`config.mk`:
```
export PLATFORM = sky130hd
export DESIGN_NAME = external_stall_ctrl
export DESIGN_NICKNAME = d
export VERILOG_FILES = /design/src/rtl/external_stall_ctrl.sv
export SDC_FILE = /design/constraint.sdc
export NUM_CORES = 1
export LEC_CHECK = 0
export BUFFER_PORTS_ARGS = -buffer_cell sky130_fd_sc_hd__buf_2
export CORE_MARGIN = 3
export CORE_UTILIZATION = 49
export CTS_CLUSTER_SIZE = 16
export DETAILED_ROUTE_END_ITERATION = 10
export GPL_ROUTABILITY_DRIVEN = 0
export PLACE_DENSITY = 0.82
export SLEW_MARGIN = 20
export SYNTH_ARGS = -nofsm -noshare
export SYNTH_HDL_FRONTEND = slang
export SYNTH_SLANG_ARGS = --single-unit
```
`constraint.sdc`:
```
create_clock -name clk -period 2.29 [get_ports clk]
set_clock_uncertainty 0.1 [all_clocks]
set_input_delay 0.1145 -clock clk [delete_from_list [all_inputs] [get_ports clk]]
set_output_delay 0.1145 -clock clk [all_outputs]
set_load 0.01 [all_outputs]
```
`src/rtl/external_stall_ctrl.sv`:
```
`default_nettype none
// ============================================================================
// Module   : external_stall_ctrl
// Brief    : Converts halt/resume requests into a registered ExternalStall
//            level for the hazard unit. Halt waits for IFU/LSU/divide/trap
//            activity to drain, bounded by DRAIN_TIMEOUT. Define HALT_STEP_EN
//            to add the StepReq single-step feature.
// Revision : 1.0 - initial release
// ============================================================================
module external_stall_ctrl #(
    parameter int DRAIN_TIMEOUT = 64,
    parameter int MIN_HALT      = 4,
    parameter int CNT_W         = 16
) (
    input  logic             clk,
    input  logic             reset_n,
    input  logic             HaltReq,
    input  logic             ResumeReq,
    input  logic             LSUStallM,
    input  logic             IFUStallF,
    input  logic             DivBusyE,
    input  logic             FDivBusyE,
    input  logic             TrapM,
`ifdef HALT_STEP_EN
    input  logic             StepReq,
`endif
    output logic             ExternalStall,
    output logic             Halted,
    output logic             HaltTimeout,
    output logic [CNT_W-1:0] HaltCycles
);

    localparam int c_drainCntW = $clog2(DRAIN_TIMEOUT + 1);
    localparam int c_minCntW   = $clog2(MIN_HALT + 1);
    localparam logic [c_drainCntW-1:0] c_drainLast = c_drainCntW'(DRAIN_TIMEOUT - 1);
    localparam logic [c_minCntW-1:0]   c_minHalt   = c_minCntW'(MIN_HALT);
    localparam logic [c_minCntW-1:0]   c_minOne    = c_minCntW'(1);

`ifdef HALT_STEP_EN
    typedef enum logic [2:0] {
        S_RUN    = 3'd0,
        S_DRAIN  = 3'd1,
        S_HALT   = 3'd2,
        S_RESUME = 3'd3,
        S_STEP   = 3'd4
    } state_t;
`else
    typedef enum logic [1:0] {
        S_RUN    = 2'd0,
        S_DRAIN  = 2'd1,
        S_HALT   = 2'd2,
        S_RESUME = 2'd3
    } state_t;
`endif

    state_t                 r_state;
    state_t                 w_nextState;
    logic [c_drainCntW-1:0] r_drainCnt;
    logic [c_minCntW-1:0]   r_minCnt;
    logic                   r_externalStall;
    logic                   r_halted;
    logic                   r_haltTimeout;
    logic [CNT_W-1:0]       r_haltCycles;

    logic w_quiet;
    logic w_minMet;
    logic w_timeoutHalt;
    logic w_inHaltNow;
    logic w_inHaltNext;
    logic w_haltFromDrain;

    assign w_quiet  = ~(LSUStallM | IFUStallF | DivBusyE | FDivBusyE | TrapM);
    assign w_minMet = (r_minCnt >= c_minHalt);

`ifdef HALT_STEP_EN
    logic r_stepPrev;
    logic w_stepRise;
    assign w_stepRise   = StepReq & ~r_stepPrev;
    assign w_inHaltNow  = (r_state == S_HALT) || (r_state == S_STEP);
    assign w_inHaltNext = (w_nextState == S_HALT) || (w_nextState == S_STEP);
`else
    assign w_inHaltNow  = (r_state == S_HALT);
    assign w_inHaltNext = (w_nextState == S_HALT);
`endif

    assign w_haltFromDrain = (r_state == S_DRAIN) && (w_nextState == S_HALT);

    // Abort has priority in DRAIN so a withdrawn request never stalls the pipe
    always_comb begin
        w_nextState   = r_state;
        w_timeoutHalt = 1'b0;
        case (r_state)
            S_RUN: begin
                if (HaltReq) w_nextState = S_DRAIN;
            end
            S_DRAIN: begin
                if (!HaltReq) begin
                    w_nextState = S_RUN;
                end else if (w_quiet) begin
                    w_nextState = S_HALT;
                end else if (r_drainCnt == c_drainLast) begin
                    w_nextState   = S_HALT;
                    w_timeoutHalt = 1'b1;
                end
            end
            S_HALT: begin
                if (ResumeReq && w_minMet) begin
                    w_nextState = S_RESUME;
`ifdef HALT_STEP_EN
                end else if (w_stepRise && w_minMet) begin
                    w_nextState = S_STEP;
`endif
                end
            end
            S_RESUME: begin
                w_nextState = S_RUN;
            end
`ifdef HALT_STEP_EN
            S_STEP: begin
                w_nextState = S_HALT;
            end
`endif
            default: begin
                w_nextState = S_RUN;
            end
        endcase
    end

    // Outputs are registered from the next state so they change with the state
    always_ff @(posedge clk) begin
        if (!reset_n) begin
            r_state         <= S_RUN;
            r_drainCnt      <= '0;
            r_minCnt        <= '0;
            r_externalStall <= 1'b0;
            r_halted        <= 1'b0;
            r_haltTimeout   <= 1'b0;
            r_haltCycles    <= '0;
        end else begin
            r_state         <= w_nextState;
            r_externalStall <= (w_nextState == S_HALT);
            r_halted        <= w_inHaltNext;

            if ((r_state == S_DRAIN) && (w_nextState == S_DRAIN)) begin
                r_drainCnt <= r_drainCnt + 1'b1;
            end else begin
                r_drainCnt <= '0;
            end

            if (w_nextState == S_HALT) begin
                if (r_state != S_HALT) begin
                    r_minCnt <= c_minOne;
                end else if (!w_minMet) begin
                    r_minCnt <= r_minCnt + 1'b1;
                end
            end else begin
                r_minCnt <= '0;
            end

            if (w_haltFromDrain) begin
                r_haltCycles  <= CNT_W'(1);
                r_haltTimeout <= w_timeoutHalt;
            end else if (w_inHaltNow && w_inHaltNext && (r_haltCycles != '1)) begin
                r_haltCycles <= r_haltCycles + 1'b1;
            end
        end
    end

`ifdef HALT_STEP_EN
    always_ff @(posedge clk) begin
        if (!reset_n) begin
            r_stepPrev <= 1'b0;
        end else begin
            r_stepPrev <= StepReq;
        end
    end
`endif

    assign ExternalStall = r_externalStall;
    assign Halted        = r_halted;
    assign HaltTimeout   = r_haltTimeout;
    assign HaltCycles    = r_haltCycles;

endmodule
`default_nettype wire
```
==> impl_metrics.tcl, run 1 <==
set metrics [dict create \
    outcome "finished clean" \
    row_count 20 \
    synthesis.area_mm2 0.00161 \
    drive_gt1_share_pct 31.5 \
    hold_viol_final 0 \
    syn_nets 181 \
    first_iter_violations 101 \
    fin_ws_ns 0.359 \
    avgSynthCellArea_um2 9.59 \
    r2r-end "HaltCycles[1]" \
    drv_slew 0 \
    fin_crit_ns 1.93 \
    peakVddDrop_mv 0.318 \
    cpPeakStageDelay_ns 0.55 \
    synth_edf_count 0 \
    rsz0062_at_grt "no" \
    pin_count 28 \
    wl_per_cell_um 13.4 \
    yosys_warnings 0 \
    grt_pass1_wl_um 5690 \
    syn_inst 168 \
    overflow 0 \
    hp-start "ResumeReq" \
    die_w_um 63.4 \
    grt_usage_pct 17.8 \
    cts.clk_slew.worst_paths_ns 0.09 \
    tightest_slew_ns 0.404 \
    synthTopCellsByArea "dfxtp_1, a211oi_2, o31ai_1" \
    yosys.area.top_type_share_pct 37.3 \
    period_share_pct 84.3 \
    setup_violations 0 \
    start_kind "register" \
    dp_slack_ns 0.375 \
    regToRegSetupSlack_ns 0.36 \
    cp_max_fo 14 \
    first_pass_iters 4 \
    async_reset_ff_share_pct 0 \
    hold_class "in -> reg" \
    dpl.hpwl_um 2370 \
    root_buffer "clkbuf_4" \
    cp-end-kind "register" \
    pwr_density_cell_mw_per_mm2 478 \
    drc 0 \
    via_count 1339 \
    maxCapViolations 0 \
    grt_pass1_vias 1244 \
    fmax_ghz 0.518 \
    die_area_mm2 0.00401 \
    synth.most_common_cell "dfxtp_1" \
    leakagePower_nw 0.654 \
    fillers 288 \
    critical_path.cell_chain "ha_1, nand2_1, or4_1, a21oi_4, buf_4, a211oi_1" \
    fin_setup_tns_ns 0 \
    synth_seq_cells 30 \
    synth_top_cell_by_area "dfxtp_1" \
    antenna_found_initial 0 \
    die_h_um 63.4 \
    avgViaCountPerCell 5.49 \
    port_buffers 27 \
    cts.sinks 30 \
    clockBufferDepth 2 \
    ys_types 45 \
    crit_slowest_cell "or4_1" \
    core_mm2 0.00310 \
    clk_latency_ns 0.33 \
    hold_depth 3 \
    arrival_ns 2.05 \
    grt_max_degree 15 \
    initial_core_util_pct 51.9 \
    antenna_cells 0 \
    htree_levels 2 \
    seq_area_frac_synth_pct 37.3 \
    holdPathEnd "r_state[0]" \
    nets 212 \
    timing.rr.start "r_drainCnt[0]" \
    critical_path_required_ns 2.41 \
    routed_wl_um 3260 \
    ant_nets 0 \
    yosys_most_used_dff "dfxtp_1" \
    cts_buffers 5 \
    area_growth_pct 14.4 \
    max-slew-margin-rel_pct 72.9 \
    synthTopCellsByCount "dfxtp_1, nor2_1, a211oi_2, o31ai_1, or4_1" \
    reg2reg_depth 6 \
    cts_tree "done" \
    path_class "reg -> reg" \
]
-- metrics by stage --
step / instances / util, % / total power [mW] / cell area, µm² / hold slack [ns]
6_report: 244 / 59.4 / 0.882 / 1840 / 0.0476
5_1_grt: 244 / 59.4 / 0.918 / 1840 / 0.0700
4_1_cts: 244 / 59.4 / 0.890 / 1840 / 0.0423
3_5_place_dp: 235 / 57.2 / 0.565 / 1770 / 0.331
3_3_place_gp: 235 / 57.2 / 0.565 / 1770 / 0.328
2_1_floorplan: 168 / - / 0.552 / 1610 / 0.154
-- kinds of logic (layout without fill, tap and decap cells) --
kind of cell               Yosys count  in the layout  synth area share [%]
adders and majority gates            4              4                  3.11
xor gates and xnor gates             5              5                  2.72
muxes                                1              1                 0.621
AOI/OAI and AO/OA                   46             46                  24.6
DFF                                 30             30                  37.3
buffers and inverters               17             49                  5.90
and+or+nand+nor                     65             65                  25.8
-- flip-flops by register name, summed over array words and instances (netlist names) --
| signal | flops |
|---|---|
| r_state | 2 |
| r_minCnt | 3 |
| HaltTimeout | 1 |
| HaltCycles | 16 |
| r_drainCnt | 7 |
| Halted | 1 |
-- repair_timing --
item                                   in CTS  in global routing
endpoints found under the hold margin       5                  0
gates resized for setup                     0                  0
buffers inserted                            0                  0
hold buffers                                1                  0
-- cells in the final DEF (no fill, tap or decap), types with 3 or more instances in the layout --
| cell type | instances |
|---|---|
| nand3_1 | 6 |
| ha_1 | 4 |
| dfxtp_1 | 30 |
| a21oi_1 | 6 |
| xnor2_1 | 3 |
| buf_2 | 27 |
| inv_1 | 7 |
| nor2_1 | 13 |
| buf_4 | 5 |
| clkbuf_4 | 5 |
| or4_1 | 12 |
| nand2_1 | 11 |
| o31ai_1 | 12 |
| a211oi_2 | 12 |
| o21ai_0 | 4 |
| or3_1 | 3 |
| nand4_1 | 4 |
-- layout make-up --
cell class	instances	area (µm²)	share of cell area [%]
inverter	8	30.0	1.63
timing repair buffer	33	183	9.91
multi-input combinational	121	916	49.7
sequential	30	601	32.6
clock buffer	7	55.1	2.99
tap	44	55.1	2.99
clock inverter	1	5.00	0.271
-- metal layers --
metal	track usage [%]	up-vias	part of all wire, %
met5	0	-	0
met1	22.8	605	48
met2	27.8	29	46
met4	8.09	0	1.7
met3	4.81	7	4.9
li1	-	698	-
-- worst max path at each step --
stage,startpoint,end,slack (ns),cells after the start
finish,r_drainCnt[0],HaltCycles[1],0.36,6
global route,r_drainCnt[0],HaltCycles[1],0.28,6
CTS,r_drainCnt[0],HaltCycles[1],0.36,6
detailed placement,r_drainCnt[0],HaltCycles[2],0.38,6
global placement,r_drainCnt[0],HaltCycles[2],0.41,6
floorplan,r_drainCnt[0],HaltCycles[10],0.48,7
-- worst max-delay path, delay by kind of cell, from the launching register on --
family,cells,cell delay (ns)
AO/OA/AOI/OAI,2,0.25
adder cells (fa/ha/maj),1,0.21
AND/OR/NAND/NOR,2,0.63
buffers and inverters,1,0.26
flip-flops,1,0.36
-- power by group --
part	switching (mW)	internal [mW]	total, mW
sequential	0.00214	0.523	0.525
combinational	0.0177	0.0116	0.0293
clock	0.179	0.148	0.327
total	0.199	0.683	0.882
Note: power is estimated with default switching activity, not from simulation.
==> run 2: changes to the inputs <==
==> constraint.sdc (replaced) <==
create_clock -name clk -period 2 [get_ports clk]
set_clock_uncertainty 0.1 [all_clocks]
set_input_delay 0.1 -clock clk [delete_from_list [all_inputs] [get_ports clk]]
set_output_delay 0.1 -clock clk [all_outputs]
set_load 0.01 [all_outputs]
==> impl_metrics.tcl, run 2 (synthesis results as in run 1) <==
set metrics [dict create \
    critical_path.cell_chain "ha_1, nand3_1, nor4_4, buf_4, or4_1, a211oi_2" \
    die_h_um 63.4 \
    critical_path_required_ns 2.15 \
    pwr_density_cell_mw_per_mm2 547 \
    postCtsSetupBuffers 0 \
    clockBufferDepth 2 \
    fin_ws_ns 0.122 \
    overflow 0 \
    cts_buffers 5 \
    row_count 20 \
    avgViaCountPerCell 5.70 \
    grt_max_degree 18 \
    fmax_ghz 0.532 \
    hold_class "in -> reg" \
    ant_nets 0 \
    crit_family "simple AND/OR/NAND/NOR gates" \
    worst-path-buf-inv 1 \
    dpl_cell_area_mm2 0.00179 \
    port_buffers 27 \
    die_w_um 63.4 \
    arrival_ns 2.03 \
    hold_viol_final 0 \
    grt_pass1_vias 1282 \
    htree_levels 2 \
    place_inst 235 \
    fin_cells 244 \
    finalInstanceArea_mm2 0.00186 \
    first_pass_iters 4 \
    dp_slack_ns 0.137 \
    outcome "finished clean" \
    max-slew-margin-rel_pct 75.0 \
    cpPeakStageDelay_ns 0.49 \
    fillers 290 \
    drc 0 \
    regToRegSetupSlack_ns 0.12 \
    fin_util_pct 60.0 \
    crit_start "HaltCycles[0]" \
    grt_pass1_wl_um 5990 \
    area_growth_pct 15.5 \
    die_area_mm2 0.00401 \
    setup_violations 0 \
    grt_usage_pct 18.5 \
    final_cell_mix "dfxtp_1, buf_2, nor2_1, o31ai_1, a211oi_2" \
    root_buffer "clkbuf_4" \
    period_share_pct 93.9 \
    crit_slowest_cell "or4_1" \
    rsz0062_at_grt "no" \
    cts.clk_slew.worst_paths_ns 0.10 \
    dpl.hpwl_um 2370 \
    nets 212 \
    fin_crit_ns 1.88 \
    antenna_found_initial 0 \
    initial_core_util_pct 51.9 \
    fin_setup_tns_ns 0 \
    leakagePower_nw 0.658 \
    drv_slew 0 \
    core_mm2 0.00310 \
    timing.rr.start "HaltCycles[0]" \
    start_kind "register" \
    cts.sinks 30 \
    clk_latency_ns 0.33 \
    first_iter_violations 125 \
    tightest_slew_ns 0.373 \
    final_common_cell "dfxtp_1" \
    drive_gt1_share_pct 32.0 \
    hp-start "ResumeReq" \
    largest_reg_flops 16 \
    maxCapViolations 0 \
    cp_max_fo 17 \
    pin_count 28 \
    cp-end-kind "register" \
    peakVddDrop_mv 0.450 \
    via_count 1391 \
    routed_wl_um 3400 \
    antenna_cells 0 \
    path_class "reg -> reg" \
    wl_per_cell_um 13.9 \
    cts_tree "done" \
]
[run 2: cell counts in the layout (fill, tap and decap cells not counted)]
No cell type changed its count.
[run 2: final timing paths]
check | end | cells after the start
max | HaltCycles[4] | 6
max reg2reg | HaltCycles[4] | 6
min reg2reg | r_drainCnt[0] | 1
min | r_state[0] | 3
[run 2: cell type report]
cell class	instances	area (µm²)	share of cell area, %
clock inverter	1	5.00	0.269
sequential	30	601	32.3
multi-input combinational	121	920	49.4
clock buffer	7	55.1	2.96
tap	44	55.1	2.96
timing repair buffer	33	195	10.5
inverter	8	30.0	1.61
[run 2: repair_timing]
action / in CTS / in global routing
endpoints found under the hold margin: 6 / 0
endpoints found under the setup margin: 0 / 1
gates resized for setup: 0 / 1
hold buffers: 1 / 0
[run 2: stage by stage]
| step | hold slack (ns) | power, mW |
|---|---|---|
| after floorplan | 0.140 | 0.632 |
| after global routing | 0.0452 | 1.06 |
| after CTS | 0.0457 | 1.02 |
| after global placement | 0.315 | 0.647 |
| final | 0.0446 | 1.02 |
| after detailed placement | 0.309 | 0.647 |
[run 2: report_power, final]
group	total, mW	internal, mW	switching, mW
Combinational	0.0334	0.0135	0.0199
Clock	0.384	0.170	0.213
Sequential	0.602	0.599	0.00266
Total	1.02	0.783	0.236
[run 2: layer usage]
metal | part of all wire [%] | vias up | GRT usage (%)
li1 | - | 707 | -
met1 | 45 | 633 | 23.6
met2 | 47 | 42 | 29.2
met3 | 6.2 | 9 | 6.24
met4 | 2.0 | 0 | 5.93
met5 | 0 | - | 0
[run 2: worst min-delay path, delay by kind of cell]
| family | cells | cell delay (ns) |
|---|---|---|
| buffers and inverters | 1 | 0.12 |
| AOI/OAI and AO/OA | 1 | 0.10 |
| and+or+nand+nor | 1 | 0.12 |
==> run 3: changes to the inputs <==
--- a/config.mk
+++ b/config.mk
@@ -6,7 +6,7 @@
 export NUM_CORES = 1
 export LEC_CHECK = 0
 export BUFFER_PORTS_ARGS = -buffer_cell sky130_fd_sc_hd__buf_2
-export CORE_MARGIN = 3
+export CORE_MARGIN = 2
 export CORE_UTILIZATION = 49
 export CTS_CLUSTER_SIZE = 16
 export DETAILED_ROUTE_END_ITERATION = 10
@@ -16,3 +16,4 @@
 export SYNTH_ARGS = -nofsm -noshare
 export SYNTH_HDL_FRONTEND = slang
 export SYNTH_SLANG_ARGS = --single-unit
+export TNS_END_PERCENT = 50
==> impl_metrics.tcl, run 3 (synthesis results as in run 1) <==
set metrics [dict create \
    cp-end-kind "register" \
    crit_family "simple AND/OR/NAND/NOR gates" \
    hold_viol_final 0 \
    tightest_slew_ns 0.415 \
    overflow 0 \
    hp-start "ResumeReq" \
    arrival_ns 2.05 \
    fin_setup_tns_ns 0 \
    fin_ws_ns 0.105 \
    endpoint "HaltCycles[6]" \
    initial_core_util_pct 51.9 \
    root_buffer "clkbuf_4" \
    port_buffers 27 \
    wl_per_cell_um 14.2 \
    via_count 1395 \
    dp_slack_ns 0.142 \
    largest_reg_flops 16 \
    setup_violations 0 \
    die_h_um 61.4 \
    antenna_cells 0 \
    cts.sinks 30 \
    fin_util_pct 60.1 \
    cp_num_cells 6 \
    clk_latency_ns 0.33 \
    crit_start "HaltCycles[0]" \
    hold_class "in -> reg" \
    critical_path_required_ns 2.15 \
    pwr_density_cell_mw_per_mm2 549 \
    worst-path-buf-inv 1 \
    fmax_ghz 0.528 \
    cpPeakStageDelay_ns 0.48 \
    die_w_um 61.4 \
    avgViaCountPerCell 5.74 \
    cts_buffers 5 \
    antenna_found_initial 0 \
    place_inst 234 \
    drc 0 \
    maxCapViolations 0 \
    pin_count 28 \
    hold_buffers 1 \
    multiInputGateArea_um2 916 \
    r2r-end "HaltCycles[6]" \
    timing.rr.start "HaltCycles[0]" \
    cts_resized 0 \
    final_cell_mix "dfxtp_1, buf_2, nor2_1" \
    cts_tree "done" \
    fin_crit_ns 1.89 \
    area_growth_pct 15.8 \
    drv_slew 0 \
    regToRegSetupSlack_ns 0.11 \
    cp_max_fo 17 \
    ant_nets 0 \
    critical_path.cell_chain "ha_1, nand3_1, nor4_4, buf_12, or4_1, a211oi_2" \
    crit_slowest_cell "or4_1" \
    reg2reg_depth 6 \
    fin_cells 243 \
    rsz0062_at_grt "no" \
    leakagePower_nw 0.654 \
    outcome "finished clean" \
    htree_levels 2 \
    first_pass_iters 4 \
    first_iter_violations 108 \
    die_area_mm2 0.00376 \
    seqCellArea_um2 601 \
    postCtsSetupBuffers 0 \
    final_common_cell "dfxtp_1" \
    clockBufferDepth 2 \
    grt_pass1_wl_um 5800 \
    max-slew-margin-rel_pct 72.1 \
    peakVddDrop_mv 0.384 \
    grt_pass1_vias 1337 \
    grt_max_degree 18 \
    grt_usage_pct 21.5 \
    routed_wl_um 3450 \
    fillers 298 \
    nets 211 \
    finalPower_mw 1.02 \
    core_mm2 0.00310 \
    row_count 20 \
    period_share_pct 94.7 \
    start_kind "register" \
    dpl.hpwl_um 2500 \
    drive_gt1_share_pct 31.7 \
    path_class "reg -> reg" \
    cts.clk_slew.worst_paths_ns 0.10 \
]
## run 3: per-layer routing
layer	GRT usage, %	vias to the layer above	wire, µm
met5	0	-	0
met4	13.4	0	78
met3	5.46	11	135
met2	36.6	30	1740
met1	24.0	655	1490
li1	-	699	-
## run 3: report_power, final
group	internal, mW	switching (mW)
clock network	0.169	0.221
logic	0.0135	0.0205
registers	0.599	0.00257
total	0.781	0.244
## run 3: worst register-to-register path, delay by kind of cell, from the launching register on
family | cells | cell delay, ns
buf+inv | 1 | 0.15
compound gates | 1 | 0.25
simple gates | 3 | 0.72
fa+ha+maj | 1 | 0.24
flops | 1 | 0.36
## run 3: worst min path at each step
stage	cells past startpoint	slack [ns]	to
6_report	3	0.05	r_state[0]
5_1_grt	3	0.05	r_state[0]
4_1_cts	3	0.04	r_state[0]
3_5_place_dp	2	0.32	HaltTimeout
3_3_place_gp	2	0.31	HaltCycles[14]
2_1_floorplan	1	0.14	HaltCycles[14]
## run 3: area by class of cell
| class | instances | area share (%) |
|---|---|---|
| sequential | 30 | 32.2 |
| clock inverter | 2 | 0.671 |
| tap | 44 | 2.95 |
| timing repair buffer | 32 | 10.7 |
| inverter | 8 | 1.61 |
| multi-input combinational | 121 | 49.1 |
| clock buffer | 6 | 2.75 |
## run 3: per-stage QoR
| step | area, µm² | hold slack (ns) |
|---|---|---|
| after floorplan | 1610 | 0.140 |
| after global routing | 1870 | 0.0518 |
| after detailed placement | 1790 | 0.322 |
| after CTS | 1870 | 0.0367 |
| final | 1870 | 0.0473 |
| after global placement | 1790 | 0.315 |
